`src/rtl/chess_pkg.sv`:
```
// Shared chess display definitions: piece codes and raster/board geometry.
package chess_pkg;

    typedef enum logic [3:0] {
        EMPTY = 4'd0,
        wP, wN, wB, wR, wQ, wK,
        bP, bN, bB, bR, bQ, bK
    } piece_t;

    localparam int unsigned SQ_PX    = 60;
    localparam int unsigned BOARD_X0 = 80;
    localparam int unsigned BOARD_PX = 480;
    localparam int unsigned H_TOTAL  = 800;
    localparam int unsigned V_TOTAL  = 525;

    // Raster trigger points derived from the geometry above
    localparam logic [9:0] X_ADDR0    = 10'(BOARD_X0 - 1);            // first read of a line
    localparam logic [9:0] X_START    = 10'(BOARD_X0);                // horizontal restart
    localparam logic [9:0] X_FIRST    = 10'(BOARD_X0 + 1);            // first board pixel
    localparam logic [9:0] X_LAST     = 10'(BOARD_X0 + BOARD_PX);     // last board pixel
    localparam logic [9:0] X_CNT_LAST = 10'(BOARD_X0 + BOARD_PX - 1); // last counting edge
    localparam logic [9:0] Y_LAST     = 10'(BOARD_PX - 1);
    localparam logic [9:0] H_LAST     = 10'(H_TOTAL - 1);
    localparam logic [9:0] V_LAST     = 10'(V_TOTAL - 1);
    localparam logic [5:0] SQ_LAST    = 6'(SQ_PX - 1);
    localparam logic [5:0] SQ_PRE     = 6'(SQ_PX - 2);

    // n * 60 as a shift-add: 32n + 16n + 8n + 4n
    function automatic logic [9:0] times_sq(input logic [2:0] n);
        logic [9:0] w;
        w = {7'd0, n};
        return (w << 5) + (w << 4) + (w << 3) + (w << 2);
    endfunction

endpackage

```
`src/rtl/board_scanner.sv`:
```
// Walks the 8x8 board in raster order, prefetches each square's piece code
// from the external board RAM and presents per-pixel square information.
module board_scanner
    import chess_pkg::*;
(
    input  logic       vga_clk,
    input  logic       Reset,
    input  logic [9:0] DrawX,
    input  logic [9:0] DrawY,
    input  logic       blank,
    output logic [5:0] ram_addr,
    input  logic [3:0] ram_q,
    input  logic       sel_valid,
    input  logic [5:0] sel_sq,
    input  logic       chk_valid,
    input  logic [5:0] chk_sq,
    output logic [9:0] offsetX,
    output logic [9:0] offsetY,
    output logic [3:0] piece_code,
    output logic       sq_valid,
    output logic       selected,
    output logic       captured
);

    logic [5:0] col_cnt;
    logic [5:0] row_cnt;
    logic [2:0] file;
    logic [2:0] rank;
    piece_t     piece_q;
    logic       sel_v_q;
    logic [5:0] sel_q;
    logic       chk_v_q;
    logic [5:0] chk_q;
    logic       in_win;

    // Board window test on the current pixel
    always_comb begin
        in_win = (DrawX >= X_FIRST) && (DrawX <= X_LAST) && (DrawY <= Y_LAST);
    end

    // Horizontal pixel-in-square counter and file index
    always_ff @(posedge vga_clk or posedge Reset) begin
        if (Reset) begin
            col_cnt <= '0;
            file    <= '0;
        end else if (DrawX == X_START) begin
            col_cnt <= '0;
            file    <= '0;
        end else if (DrawX >= X_FIRST && DrawX <= X_CNT_LAST) begin
            if (col_cnt == SQ_LAST) begin
                col_cnt <= '0;
                file    <= file + 3'd1;
            end else begin
                col_cnt <= col_cnt + 6'd1;
            end
        end
    end

    // Vertical line-in-square counter and rank index, stepped at end of line
    always_ff @(posedge vga_clk or posedge Reset) begin
        if (Reset) begin
            row_cnt <= '0;
            rank    <= '0;
        end else if (DrawX == H_LAST) begin
            if (DrawY == V_LAST) begin
                row_cnt <= '0;
                rank    <= '0;
            end else if (DrawY < Y_LAST) begin
                if (row_cnt == SQ_LAST) begin
                    row_cnt <= '0;
                    rank    <= rank + 3'd1;
                end else begin
                    row_cnt <= row_cnt + 6'd1;
                end
            end
        end
    end

    // RAM address prefetch: issued two pixels before the square it feeds,
    // the last square of a line issues nothing further
    always_ff @(posedge vga_clk or posedge Reset) begin
        if (Reset) begin
            ram_addr <= '0;
        end else if (DrawX == X_ADDR0) begin
            ram_addr <= {rank, 3'd0};
        end else if (in_win && col_cnt == SQ_PRE && file != 3'd7) begin
            ram_addr <= {rank, file + 3'd1};
        end
    end

    // Piece register loaded on the pixel before each square starts
    always_ff @(posedge vga_clk or posedge Reset) begin
        if (Reset) begin
            piece_q <= EMPTY;
        end else if (DrawX == X_START || (in_win && col_cnt == SQ_LAST)) begin
            piece_q <= piece_t'(ram_q);
        end
    end

    // Highlight squares are sampled once per frame so a frame never tears
    always_ff @(posedge vga_clk or posedge Reset) begin
        if (Reset) begin
            sel_v_q <= 1'b0;
            sel_q   <= '0;
            chk_v_q <= 1'b0;
            chk_q   <= '0;
        end else if (DrawX == H_LAST && DrawY == V_LAST) begin
            sel_v_q <= sel_valid;
            sel_q   <= sel_sq;
            chk_v_q <= chk_valid;
            chk_q   <= chk_sq;
        end
    end

    // Per-pixel outputs
    always_comb begin
        sq_valid   = in_win && blank;
        offsetX    = times_sq(file);
        offsetY    = times_sq(rank);
        piece_code = sq_valid ? piece_q : EMPTY;
        selected   = sel_v_q && (sel_q == {rank, file}) && sq_valid;
        captured   = chk_v_q && (chk_q == {rank, file}) && sq_valid;
    end

endmodule
```
`config.mk`:
```
export PLATFORM = sky130hd
export DESIGN_NAME = board_scanner
export DESIGN_NICKNAME = d
export VERILOG_FILES = /design/src/rtl/chess_pkg.sv /design/src/rtl/board_scanner.sv
export SDC_FILE = /design/constraint.sdc
export NUM_CORES = 1
export LEC_CHECK = 0
export CORE_ASPECT_RATIO = 0.9
export CORE_MARGIN = 5
export CORE_UTILIZATION = 45
export CTS_CLUSTER_DIAMETER = 40
export CTS_CLUSTER_SIZE = 16
export DETAILED_ROUTE_END_ITERATION = 12
export GPL_ROUTABILITY_DRIVEN = 0
export MAX_ROUTING_LAYER = met4
export PLACE_DENSITY = 0.77
export REMOVE_ABC_BUFFERS = 1
export SLEW_MARGIN = 20
export SYNTH_ARGS = -nofsm -noshare
export SYNTH_HDL_FRONTEND = slang
export SYNTH_SLANG_ARGS = --single-unit
```
`constraint.sdc`:
```
create_clock -name vga_clk -period 2.4 [get_ports vga_clk]
set_input_delay 0.6 -clock vga_clk [delete_from_list [all_inputs] [get_ports vga_clk]]
set_output_delay 0.6 -clock vga_clk [all_outputs]
set_load 0.03 [all_outputs]
```
==> results.sh, run 1 <==
export IMPL_status="complete, but fails checks"
export IMPL_wl_um=7850
export IMPL_worstSkewPairLatency_ps=290
export IMPL_synthToLayoutAreaGrowth_pct=51.7
export IMPL_cts_tree="yes"
export IMPL_setup_ws_ps=-461
export IMPL_clockBufferDepth=2
export IMPL_synth_seq_area_share_pct=35.8
export IMPL_rsz0062_at_grt="yes"
export IMPL_r2r_cells=8
export IMPL_crit_required_ps=1800
export IMPL_synth_area_sq_um=2940
export IMPL_antenna_found_initial=0
export IMPL_pre_cts_slack_ps=-711
export IMPL_io_pins=74
export IMPL_numCtsBuffers=5
export IMPL_startpoint="rank[2]"
export IMPL_antenna_cells=0
export IMPL_grt_pass1_vias=2728
export IMPL_drive_above_1_share_pct=39.1
export IMPL_row_count=28
export IMPL_power_leakage_nw=2.15
export IMPL_initial_core_util_pct=45.3
export IMPL_period_minus_slack_ps=2860
export IMPL_hold_buffers=0
export IMPL_die_w_um=95.2
export IMPL_setup_viol=14
export IMPL_async_flop_share_pct=100
export IMPL_syn_instance_count=273
export IMPL_clock_fmax_mhz=349
export IMPL_violations="setup timing"
export IMPL_num_vias=2647
export IMPL_core_sq_um=6480
export IMPL_tightest_slew_ps=576
export IMPL_grt_ovfl_total=0
export IMPL_holdCritPathClass="reg2reg"
export IMPL_maxSlewViolCount=0
export IMPL_clk_pin_slew_ps=80
export IMPL_grt_pass1_wl_um=12800
export IMPL_period_share_pct=119
export IMPL_fin_total_pwr_w=0.00305
export IMPL_clock_root_buffer="clkbuf_8"
export IMPL_antenna_left=0
export IMPL_viasPerCell=5.33
export IMPL_port_buffers=67
export IMPL_r2r_start="file[0]"
export IMPL_grt_usage_pct=19.8
export IMPL_die_y_um=86.7
export IMPL_cts_sinks=42
export IMPL_maxSlewHeadroom_pct=61.2
export IMPL_timing_hold_worst_start="ram_addr[3]"
export IMPL_die_area_sq_um=8250
export IMPL_crit_fanout=2
export IMPL_maxCapViolCount=0
export IMPL_wl_per_cell_um=15.8
export IMPL_synth_main_ff_cell="dfrtp_1"
export IMPL_nNetsFinal=469
export IMPL_ys_ff_latch=42
export IMPL_drt_iter0_markers=76
export IMPL_rr_endpoint="ram_addr[4]"
export IMPL_first_pass_iters=4
export IMPL_htreeDepth=2
export IMPL_hold_violations=0
export IMPL_worst_setup_path_type="reg2out"
export IMPL_fin_skew_ps=3.27
export IMPL_yosys_cell_types_count=61
export IMPL_drc=0
export IMPL_ff2ff_setup_slack_ps=130
export IMPL_hpwl_um=5780
export IMPL_arrival_ps=2260
export IMPL_synth_warnings=0
export IMPL_worstSetupStartpointType="register"
export IMPL_endpoint="offsetY[7]"
export IMPL_endpoint_kind="output port"
export IMPL_syn_avg_cell_area_sq_um=10.8
export IMPL_ir_worst_vdd_mv=0.953
export IMPL_powerDensity_nw_per_um2=684
export IMPL_grt_max_degree=43
export IMPL_synth_edf_count=0
per-layer routing:
layer	up-vias	wire length, um	part of all wire (%)	global-route usage [%]
li1	1256	-	-	-
met5	-	0	0	-
met3	4	359	4.6	3.39
met4	0	28	0.36	3.01
met1	1322	3440	44	25.2
met2	65	4020	51	33.8
final cells by class:
| cell class | count | area, sq um |
|---|---|---|
| multi-input combinational | 211 | 1940 |
| clock inverter | 1 | 5.00 |
| inverter | 10 | 37.5 |
| fill | 469 | 2020 |
| timing repair buffer | 136 | 1220 |
| sequential | 42 | 1050 |
| tap | 90 | 113 |
| clock buffer | 7 | 86.3 |
critical path: stages, from the launching register on:
cell	delay, ps
dfrtp_1	410
fa_2	600
buf_6	110
ha_4	190
a21o_1	190
a21oi_2	140
xnor2_1	140
buf_4	190
per-stage QoR:
stage | setup TNS (ps) | hold slack [ps] | cells | util, % | cell area (sq um)
after global routing | -4810 | 533 | 497 | 68.8 | 4460
after detailed placement | -18710 | 492 | 479 | 62.3 | 4040
after CTS | -4310 | 515 | 492 | 67.5 | 4380
after floorplan | -7070 | 471 | 263 | - | 2840
after global placement | -17490 | 480 | 479 | 62.3 | 4040
final | -3990 | 511 | 497 | 68.8 | 4460
where the power goes:
part	total [W]	internal [W]	switching [W]	leakage, nW
registers	0.000948	0.000832	0.000116	0.548
clock network	0.000468	0.000232	0.000236	0.0482
logic	0.00164	0.000782	0.000853	1.55
total	0.00305	0.00185	0.00120	2.15
registers in the layout, indices dropped and copies added, names as in the netlist:
name and cells:
chk_q 6, chk_v_q 1, col_cnt 6, file 3, piece_q 4, ram_addr 6, rank 3, row_cnt 6
sel_q 6, sel_v_q 1
cells by family after synthesis:
logic type,Yosys count,synth area share (%)
AND/OR/NAND/NOR,81,17.1
multiplexers,32,13.1
buffers and inverters,25,5.36
XOR/XNOR,16,4.77
adder cells (fa/ha/maj),22,10.9
AO/OA/AOI/OAI,54,12.9
other,1,0.128
flip-flops,42,35.8
synthesized netlist by cell type, types with 2 or more instances:
cell type	n	area (sq um)
ha_1	16	200
fa_1	6	120
o21a_1	2	15.0
a211oi_1	3	22.5
o21ai_0	12	60.1
a21o_1	6	45.0
nand3_1	10	50.1
inv_1	10	37.5
a31oi_1	3	18.8
nand2_1	16	60.1
nor4_1	2	12.5
buf_2	2	10.0
clkbuf_1	2	7.51
nand2b_1	5	31.3
or4b_1	2	20.0
xnor2_1	13	114
a21oi_1	5	25.0
o2bb2ai_1	2	17.5
o221ai_1	4	35.0
and2_1	4	25.0
mux2_4	10	150
xor2_1	3	26.3
or2_2	3	18.8
dfrtp_1	42	1050
a211o_1	2	17.5
nand4b_1	2	17.5
mux2_2	11	124
or3_1	2	12.5
nor2_1	7	26.3
nand3b_1	2	15.0
nor3_1	3	15.0
and3_1	2	12.5
mux2i_1	11	110
o31ai_1	4	30.0
nor4b_1	5	43.8
buf_4	8	60.1
buf_6	2	22.5
nand4_1	6	37.5
cell usage in the layout, fill, tap and decap left out, types with 3 or more instances in the layout:
master,Yosys,layout
a21o_1,6,6
a21oi_1,5,3
a31oi_1,3,3
and2_4,0,4
buf_2,2,4
buf_4,8,66
buf_6,2,21
clkbuf_8,0,6
clkdlybuf4s50_1,0,30
conb_1,1,6
dfrtp_1,42,42
dlygate4sd2_1,0,9
fa_2,0,4
ha_1,16,12
ha_4,0,3
inv_1,10,10
mux2_2,11,11
mux2_4,10,10
mux2i_1,11,11
nand2_1,16,16
nand2b_1,5,4
nand3_1,10,10
nand4_1,6,6
nor2_1,7,7
nor3_1,3,3
nor4b_1,5,3
o21ai_0,12,10
o221ai_1,4,3
o31ai_1,4,4
or2_2,3,3
xnor2_1,13,12
xor2_1,3,3
what timing repair did:
| item | in CTS | in global routing |
|---|---|---|
| buffers inserted | 5 | 6 |
| pin swaps | 20 | 18 |
| gates cloned | 1 | 0 |
| gates resized for setup | 105 | 17 |
| endpoints found under the setup margin | 35 | 34 |
worst min path at each step:
stage                             end  slack, ps  cells after the start
after global routing       piece_q[1]        530                      1
after CTS                 ram_addr[5]        510                      1
after global placement     piece_q[0]        480                      1
final                     ram_addr[3]        510                      1
after floorplan            piece_q[0]        470                      1
after detailed placement   piece_q[1]        490                      1
No activity file was read; power rests on OpenSTA's default activity.
==> run 2, diff against run 1 <==
--- a/config.mk
+++ b/config.mk
@@ -15,7 +15,7 @@
 export MAX_ROUTING_LAYER = met4
 export PLACE_DENSITY = 0.77
 export REMOVE_ABC_BUFFERS = 1
-export SLEW_MARGIN = 20
+export SLEW_MARGIN = 5
 export SYNTH_ARGS = -nofsm -noshare
 export SYNTH_HDL_FRONTEND = slang
 export SYNTH_SLANG_ARGS = --single-unit
==> results of run 2 <==
Same layout as run 1: the final DEF is identical, and so are final timing and power.
==> run 3, diff against run 2 <==
--- a/config.mk
+++ b/config.mk
@@ -6,9 +6,10 @@
 export NUM_CORES = 1
 export LEC_CHECK = 0
 export CORE_ASPECT_RATIO = 0.9
-export CORE_MARGIN = 5
+export CORE_MARGIN = 4
 export CORE_UTILIZATION = 45
-export CTS_CLUSTER_DIAMETER = 40
+export CTS_BUF_LIST = sky130_fd_sc_hd__clkbuf_4 sky130_fd_sc_hd__clkbuf_8 sky130_fd_sc_hd__clkbuf_16
+export CTS_CLUSTER_DIAMETER = 150
 export CTS_CLUSTER_SIZE = 16
 export DETAILED_ROUTE_END_ITERATION = 12
 export GPL_ROUTABILITY_DRIVEN = 0
==> run 3 against run 2 <==
  * The flow still finishes with violations (setup timing)
  * Clock skew hardly changed
  * Global-route usage grew 0.50 points
  * Setup slack lost 20 ps
  * Sequential cell count is the same
  * Fmax fell by 0.68%
  * Clock power shrank 4%
  * Final area down 0.73%
  * Utilization is 2.4 points higher
  * Count of clock-buffer cells in the layout down 1
==> results.sh, run 3 (synthesis results as in run 1) <==
export IMPL_max_stage_delay_ps=530
export IMPL_ff2ff_setup_slack_ps=210
export IMPL_maxCapViolCount=0
export IMPL_grt_max_degree=43
export IMPL_setup_viol=15
export IMPL_hold_violations=0
export IMPL_setup_ws_ps=-481
export IMPL_core_sq_um=6220
export IMPL_drive_above_1_share_pct=38.4
export IMPL_maxSlewViolCount=0
export IMPL_arrival_ps=2280
export IMPL_die_y_um=84.7
export IMPL_status="complete, but fails checks"
export IMPL_cts_tree="yes"
export IMPL_grt_pass1_vias=2705
export IMPL_grt_pass1_wl_um=12500
export IMPL_worstSkewPairLatency_ps=290
export IMPL_die_w_um=93.2
export IMPL_crit_fanout=2
export IMPL_hpwl_um=5860
export IMPL_io_pins=74
export IMPL_antenna_cells=0
export IMPL_power_leakage_nw=2.12
export IMPL_final_common_cell="buf_4"
export IMPL_clock_fmax_mhz=347
export IMPL_port_buffers=67
export IMPL_hold_buffers=0
export IMPL_wl_um=7640
export IMPL_period_share_pct=120
export IMPL_crit_required_ps=1800
export IMPL_die_area_sq_um=7890
export IMPL_row_count=27
export IMPL_fin_total_pwr_w=0.00303
export IMPL_synthToLayoutAreaGrowth_pct=50.6
export IMPL_tightest_slew_ps=504
export IMPL_fin_skew_ps=3.09
export IMPL_violations="setup timing"
export IMPL_worst_setup_path_type="reg2out"
export IMPL_antenna_found_initial=0
export IMPL_drt_iter0_markers=125
export IMPL_critPathBufInv=1
export IMPL_pre_cts_slack_ps=-729
export IMPL_drc=0
export IMPL_final_cell_mix="66 x buf_4, 42 x dfrtp_1, 31 x clkdlybuf4s50_1, 20 x buf_6, 16 x nand2_1"
export IMPL_holdCritPathClass="reg2reg"
export IMPL_wl_per_cell_um=15.6
export IMPL_slowest_stage="fa_1"
export IMPL_clk_pin_slew_ps=70
export IMPL_grt_usage_pct=20.3
export IMPL_nNetsFinal=468
export IMPL_maxSlewHeadroom_pct=66.0
export IMPL_powerDensity_nw_per_um2=683
export IMPL_worstSetupStartpointType="register"
export IMPL_ir_worst_vdd_mv=1.19
export IMPL_antenna_left=0
export IMPL_htreeDepth=2
export IMPL_cp_cell_sequence="fa_1, ha_2, fa_2, nor2b_4, o21ai_2, nand2b_1, buf_6"
export IMPL_numCtsBuffers=5
export IMPL_critical_path_top_delay_family="adder cells"
export IMPL_clock_root_buffer="clkbuf_8"
export IMPL_first_pass_iters=4
export IMPL_viasPerCell=5.33
export IMPL_cts_sinks=42
export IMPL_num_vias=2618
export IMPL_initial_core_util_pct=47.3
export IMPL_grt_ovfl_total=0
export IMPL_rsz0062_at_grt="yes"
export IMPL_endpoint_kind="output port"
export IMPL_period_minus_slack_ps=2880
export IMPL_clockBufferDepth=2
[run 3: layer usage]
| metal | wire, um | up-vias | share of wire (%) | track usage, % |
|---|---|---|---|---|
| met3 | 386 | 15 | 5.1 | 3.05 |
| met2 | 3900 | 72 | 51 | 33.4 |
| met5 | 0 | - | 0 | - |
| met1 | 3210 | 1275 | 42 | 26.2 |
| li1 | - | 1256 | - | - |
| met4 | 143 | 0 | 1.9 | 5.33 |
[run 3: path summary, 6_finish.rpt]
path / to / cells past startpoint / startpoint
min: ram_addr[3] / 1 / ram_addr[3]
max in group asynchronous: ram_addr[0] / 3 / Reset
max reg2reg: ram_addr[5] / 8 / file[0]
max: offsetX[8] / 7 / file[0]
min reg2reg: ram_addr[3] / 1 / ram_addr[3]
min in group asynchronous: piece_q[1] / 3 / Reset
[run 3: report_power, final]
part / switching [W] / internal [W] / total, W
logic: 0.000855 / 0.000780 / 0.00164
clock network: 0.000227 / 0.000222 / 0.000449
registers: 0.000109 / 0.000832 / 0.000941
total: 0.00119 / 0.00183 / 0.00303
[run 3: final cells by class]
cell class	instances	area [sq um]
Sequential cell	42	1050
Inverter	10	37.5
Clock buffer	6	82.6
Multi-Input combinational cell	211	1940
Timing Repair Buffer	135	1210
Fill cell	461	1790
Tap cell	87	109
[run 3: per-stage QoR]
stage / hold WS [ps] / cell area (sq um) / setup TNS (ps) / instances / utilization [%]
6_report: 505 / 4430 / -4410 / 491 / 71.2
5_1_grt: 532 / 4430 / -5470 / 491 / 71.2
4_1_cts: 510 / 4320 / -4430 / 489 / 69.5
3_5_place_dp: 489 / 4090 / -17940 / 480 / 65.8
3_3_place_gp: 478 / 4090 / -16870 / 480 / 65.8
2_1_floorplan: 471 / 2840 / -7070 / 263 / -
[run 3: what timing repair did]
action	4_1_cts	5_1_grt
pin swaps	21	20
buffers inserted	3	4
resized for setup	91	21
setup endpoints to repair	36	19
